## config.mk

```make
export PLATFORM = sky130hd
export DESIGN_NAME = load_store_unit
export DESIGN_NICKNAME = d
export VERILOG_FILES = /design/src/rtl/load_store_unit.sv
export SDC_FILE = /design/constraint.sdc
export NUM_CORES = 1
export LEC_CHECK = 0
export BUFFER_PORTS_ARGS = -buffer_cell sky130_fd_sc_hd__buf_2
export CAP_MARGIN = 25
export CORE_MARGIN = 1.5
export CORE_UTILIZATION = 42
export DETAILED_ROUTE_END_ITERATION = 6
export PLACE_DENSITY = 0.75
export SLEW_MARGIN = 5
export SYNTH_ARGS = -nofsm -noshare
export SYNTH_HDL_FRONTEND = slang
export SYNTH_SLANG_ARGS = --single-unit
```

## constraint.sdc

```tcl
create_clock -name clk -period 2.8 [get_ports clk]
set_clock_uncertainty 0.05 [all_clocks]
set_input_delay 0.14 -clock clk [delete_from_list [all_inputs] [get_ports clk]]
set_output_delay 0.14 -clock clk [all_outputs]
set_load 0.05 [all_outputs]
```

## src/rtl/load_store_unit.sv

```systemverilog
// load_store_unit: RV32I load/store to a word-aligned req/ready bus with lane steering and load extension.
// Optional LSU_TIMEOUT_EN aborts a bus wait after TIMEOUT_CYCLES cycles with err.
module load_store_unit #(
  parameter int Width          = 32,
  parameter int TIMEOUT_CYCLES = 16
) (
  input  logic             clk,
  input  logic             rst_n,
  input  logic             mem_read_i,
  input  logic             mem_write_i,
  input  logic [2:0]       funct3_i,
  input  logic [Width-1:0] addr_i,
  input  logic [Width-1:0] wdata_i,
  output logic             stall_o,
  output logic [Width-1:0] rdata_o,
  output logic             done_o,
  output logic             err_o,
  output logic             mem_req_o,
  output logic             mem_we_o,
  output logic [Width-1:0] mem_addr_o,
  output logic [3:0]       mem_be_o,
  output logic [Width-1:0] mem_wdata_o,
  input  logic             mem_ready_i,
  input  logic [Width-1:0] mem_rdata_i
);
  typedef enum logic [1:0] {IDLE, BUS, DONE} state_t;
  state_t state_q, state_d;
  logic mem_req_q, mem_req_d, mem_we_q, mem_we_d, done_q, done_d, err_q, err_d;
  logic [Width-1:0] mem_addr_q, mem_addr_d, mem_wdata_q, mem_wdata_d, rdata_q, rdata_d;
  logic [3:0] mem_be_q, mem_be_d;
  logic [2:0] f3_q, f3_d;
  logic [1:0] off_q, off_d;
  logic req, bad_f3, misal, err_req;
  logic [3:0] be;
  logic [Width-1:0] wd, sh, ext;
`ifdef LSU_TIMEOUT_EN
  logic [7:0] cnt_q, cnt_d;
`endif
  assign req     = mem_read_i | mem_write_i;
  // stores accept only B/H/W; loads also accept BU/HU
  assign bad_f3  = mem_write_i ? (funct3_i[2] | (&funct3_i[1:0])) : ((&funct3_i[1:0]) | (funct3_i[2] & funct3_i[1]));
  assign misal   = (funct3_i[1:0] == 2'd1 && addr_i[0]) || (funct3_i[1:0] == 2'd2 && addr_i[1:0] != 2'b00);
  assign err_req = (mem_read_i & mem_write_i) | bad_f3 | misal;
  assign be      = funct3_i[1:0] == 2'd0 ? 4'b0001 << addr_i[1:0] :
                   funct3_i[1:0] == 2'd1 ? 4'b0011 << addr_i[1:0] : 4'b1111;
  assign wd      = funct3_i[1:0] == 2'd0 ? {4{wdata_i[7:0]}} :
                   funct3_i[1:0] == 2'd1 ? {2{wdata_i[15:0]}} : wdata_i;
  assign sh      = mem_rdata_i >> {off_q, 3'b000};
  assign ext     = f3_q[1:0] == 2'd0 ? {{24{~f3_q[2] & sh[7]}}, sh[7:0]} :
                   f3_q[1:0] == 2'd1 ? {{16{~f3_q[2] & sh[15]}}, sh[15:0]} : sh;
  assign stall_o = (state_q == IDLE && req) || state_q == BUS;
  always_comb begin
    state_d     = state_q;
    mem_req_d   = mem_req_q;
    mem_we_d    = mem_we_q;
    mem_addr_d  = mem_addr_q;
    mem_be_d    = mem_be_q;
    mem_wdata_d = mem_wdata_q;
    rdata_d     = rdata_q;
    f3_d        = f3_q;
    off_d       = off_q;
    done_d      = 1'b0;
    err_d       = 1'b0;
`ifdef LSU_TIMEOUT_EN
    cnt_d       = cnt_q;
`endif
    case (state_q)
      IDLE: if (req) begin
        if (err_req) begin
          state_d = DONE;
          done_d  = 1'b1;
          err_d   = 1'b1;
          rdata_d = '0;
        end else begin
          state_d     = BUS;
          mem_req_d   = 1'b1;
          mem_we_d    = mem_write_i;
          mem_addr_d  = {addr_i[Width-1:2], 2'b00};
          mem_be_d    = be;
          mem_wdata_d = wd;
          f3_d        = funct3_i;
          off_d       = addr_i[1:0];
`ifdef LSU_TIMEOUT_EN
          cnt_d       = '0;
`endif
        end
      end
      BUS: begin
        if (mem_ready_i) begin
          state_d   = DONE;
          mem_req_d = 1'b0;
          done_d    = 1'b1;
          rdata_d   = mem_we_q ? '0 : ext;
        end
`ifdef LSU_TIMEOUT_EN
        else if (cnt_q == 8'(TIMEOUT_CYCLES - 1)) begin
          state_d   = DONE;
          mem_req_d = 1'b0;
          done_d    = 1'b1;
          err_d     = 1'b1;
          rdata_d   = '0;
        end else cnt_d = cnt_q + 8'd1;
`endif
      end
      default: state_d = IDLE;
    endcase
  end
  always_ff @(posedge clk or negedge rst_n) begin
    if (!rst_n) begin
      state_q     <= IDLE;
      mem_req_q   <= 1'b0;
      mem_we_q    <= 1'b0;
      mem_addr_q  <= '0;
      mem_be_q    <= '0;
      mem_wdata_q <= '0;
      rdata_q     <= '0;
      done_q      <= 1'b0;
      err_q       <= 1'b0;
      f3_q        <= '0;
      off_q       <= '0;
`ifdef LSU_TIMEOUT_EN
      cnt_q       <= '0;
`endif
    end else begin
      state_q     <= state_d;
      mem_req_q   <= mem_req_d;
      mem_we_q    <= mem_we_d;
      mem_addr_q  <= mem_addr_d;
      mem_be_q    <= mem_be_d;
      mem_wdata_q <= mem_wdata_d;
      rdata_q     <= rdata_d;
      done_q      <= done_d;
      err_q       <= err_d;
      f3_q        <= f3_d;
      off_q       <= off_d;
`ifdef LSU_TIMEOUT_EN
      cnt_q       <= cnt_d;
`endif
    end
  end
  assign mem_req_o   = mem_req_q;
  assign mem_we_o    = mem_we_q;
  assign mem_addr_o  = mem_addr_q;
  assign mem_be_o    = mem_be_q;
  assign mem_wdata_o = mem_wdata_q;
  assign rdata_o     = rdata_q;
  assign done_o      = done_q;
  assign err_o       = err_q;
endmodule

```

==> out/metrics.csv <==
stage;metric;value;unit
setup_path;WP data arrival;2360;ps
setup_path;FF-to-FF setup slack;630;ps
final_layout;P&R area growth vs syn;32.9;%
setup_path;CP Max Fanout;44;
sta;final hold slack;15.8;ps
logic_synthesis;Synth Instances;432;
route;DR vias/cell;5.21;
final_layout;fin nets;766;
floorplanning;area of the core;0.0126;mm^2
floorplanning;Die ar.;0.0136;mm^2
final_layout;most frequent cells in the layout;buf_2, dfrtp_1, mux2_2, dlygate4sd3_1, o21ai_0;
sta;max-slew violations;0;
logic_synthesis;Post-Syn Area;0.00542;mm^2
sta;RSZ-0062 raised after global routing;false;
final_layout;sequential cell area;0.00273;mm^2
global_route;met1 Resource Use GR;0.278;
floorplanning;Ports;209;
min_path;Worst Hold Depth;2;
run_status;status;finished, final reports clean;
setup_path;Critical Path Source Type;input pin;
sta;TNS Setup;0;ps
setup_path;FF-to-FF End;mem_addr_o[23];
place;routability cong.;0.838;
cts;CTS Buffer Depth;2;
sta;Setup Viol. Count Final;0;
global_route;GRT Max-Usage Layer;met2;
logic_synthesis;Ys Warns;0;
route;post-route ant nets;0;
cts;Hold Buf Count CTS;34;
global_route;GR Util All Layers;0.217;
logic_synthesis;syn avg cell area;12.5;um^2
cts;Root Driver;clkbuf_16;
route;Detailed Route Iter0 Violations;249;
logic_synthesis;Cell variety after synth;39;
setup_path;Crit path depth;7;
final_layout;FILL cells;1067;
setup_path;CP bufs+invs;3;
cts;Max H-tree Level;3;
route;final WL;14500;um
sta;Final Cycle Share;0.779;
setup_path;CP max-delay cell;dlygate4sd3_1;
setup_path;Worst Path Required;2980;ps
power;Cell Pwr Density;1170;mW/mm^2
flow_run;number of max-cap violations;0;
floorplanning;Die Span Y;117;um
route;DRC viols;0;
power;Max VDD drop;0.852;mV
setup_path;r2r startpoint;state_q[0];
cts;TritonCTS clock tree;built;
logic_synthesis;Yosys top cell by area;dfrtp_1;
setup_path;kind of cell adding the most delay to the critical path;buffers and inverters;
setup_path;max incr delay on CP;530;ps
sta;minimum clock period;2180;ps
global_route;GR Layer Usage met2;0.350;
final_layout;commonest non-fill, non-tap cell in the layout;buf_2;
floorplanning;Die W;117;um
route;1st-pass router iterations;4;
cts;Sink Count;109;
final_layout;area of the multi-input gates;0.00240;mm^2
logic_synthesis;Yosys top cell area share;0.503;
setup_path;CP Capture Type;flip-flop;
global_route;first-pass GRT wire length;22400;um
global_route;largest net degree at the start of global routing;68;
logic_synthesis;synthesized flop and latch total;109;
setup_path;kind of critical path;in -> reg;
sta;Slew HR;0.628;
setup_path;crit-path cells;dlygate4sd3_1, buf_2, nor2_1, or3_1, nor2b_4, buf_12, mux2_2;
cts;CTS resizes;0;
min_path;min-delay src;wdata_i[7];
route;routed len/inst;17.4;um
sta;fmax;459;MHz
floorplanning;# rows;41;
place;Post-DP HPWL;10100;um
min_path;Hold WC Path Type;in -> reg;
place;port bufs;206;
logic_synthesis;sequential fraction of the synthesis area;0.503;
global_route;grt met3 use;0.0607;
floorplanning;starting density of the core;0.429;
sta;final count of hold timing violations;0;
global_route;vias in the first global route;4366;
final_layout;# diodes;0;
setup_path;path depth of the worst reg2reg path;4;
power;Pleak;3.51;nW
global_route;antenna violations before repair;0;
final_layout;layout cells sized above 1;0.519;
cts;Setup Buffers After CTS;0;
cts;clk slew on worst S/H paths;80;ps
route;Vias;4348;
logic_synthesis;Area contributors post-synth;dfrtp_1, mux2_2, mux2i_1, a211oi_1, o21ai_0;
global_route;GRT overflow;0;
cts;CTS buffer count;9;
min_path;Hold Path End;mem_wdata_o[7];
cts;latest clock arrival within the worst-skew pair;350;ps
sta;worst slew pin tran;557;ps
==> layer usage <==
layer	share of wire	wire, um
met5	0	0
met4	0.020	285
met3	0.080	1160
met2	0.47	6800
met1	0.43	6270
==> sequential cells by signal, summed over array words and instances (netlist names) <==
signal	cells
mem_we_o	1
state_q	2
off_q	2
mem_req_o	1
mem_be_o	4
f3_q	3
mem_wdata_o	32
mem_addr_o	30
done_o	1
rdata_o	32
err_o	1
==> kinds of logic after synthesis <==
kind of cell | after synthesis | share of synthesized area
buf+inv | 51 | 0.0559
flops | 109 | 0.503
other cells | 1 | 0.000692
mux | 130 | 0.266
fa+ha+maj | 4 | 0.00924
simple gates | 57 | 0.0563
compound gates | 80 | 0.108
==> area by class of cell <==
| class | count | area share |
|---|---|---|
| Sequential cell | 109 | 0.379 |
| Multi-Input combinational cell | 273 | 0.334 |
| Timing Repair Buffer | 250 | 0.206 |
| Clock buffer | 9 | 0.0313 |
| Tap cell | 172 | 0.0299 |
| Clock inverter | 7 | 0.0115 |
| Inverter | 15 | 0.00817 |
==> worst max-delay path by stage <==
stage	from	end	slack, ps
after global routing	mem_write_i	mem_addr_o[23]	550
final	mem_write_i	mem_addr_o[23]	620
after CTS	state_q[0]	mem_addr_o[25]	630
after detailed placement	addr_i[0]	mem_addr_o[22]	570
after global placement	addr_i[0]	mem_addr_o[23]	670
after floorplan	mem_we_o	rdata_o[3]	930
==> power by group <==
part | switching [mW] | internal, mW
sequential | 0.387 | 2.19
clock | 0.609 | 0.708
combinational | 3.21 | 1.32
==> synthesized netlist by cell type (all sizes together) <==
master	instances
buf	22
mux2	103
o211a	2
a21o	1
o21bai	1
or2	3
nand3	17
a211oi	21
a211o	1
o31ai	1
o21a	1
a2bb2oi	7
conb	1
nor4bb	1
o21ai	27
dfrtp	109
nor3b	2
nor2b	10
nand2b	2
o211ai	1
mux4	1
mux2i	26
clkbuf	14
ha	4
o2111ai	1
nor2	4
or3	2
o2bb2ai	15
nand3b	2
inv	15
a21oi	1
nor3	1
nand2	13
==> through the flow <==
step                      setup WS (ps)  area, um^2   util  std cells  power (mW)
after global placement              669        6540  0.519        784        6.97
final                               619        7200  0.570        835        8.42
after detailed placement            566        6540  0.519        784        7.05
after global routing                550        7200  0.570        835        8.83
after floorplan                     931        5420      -        433        6.03
after CTS                           635        7190  0.570        834        8.44
==> worst register-to-register path, cell delays in order, from the launching register on <==
cell     delay [ps]
dfrtp_1         420
or3_1           490
nor2b_4         400
buf_12          300
mux2_2          410
(Power assumes the default switching activity.)
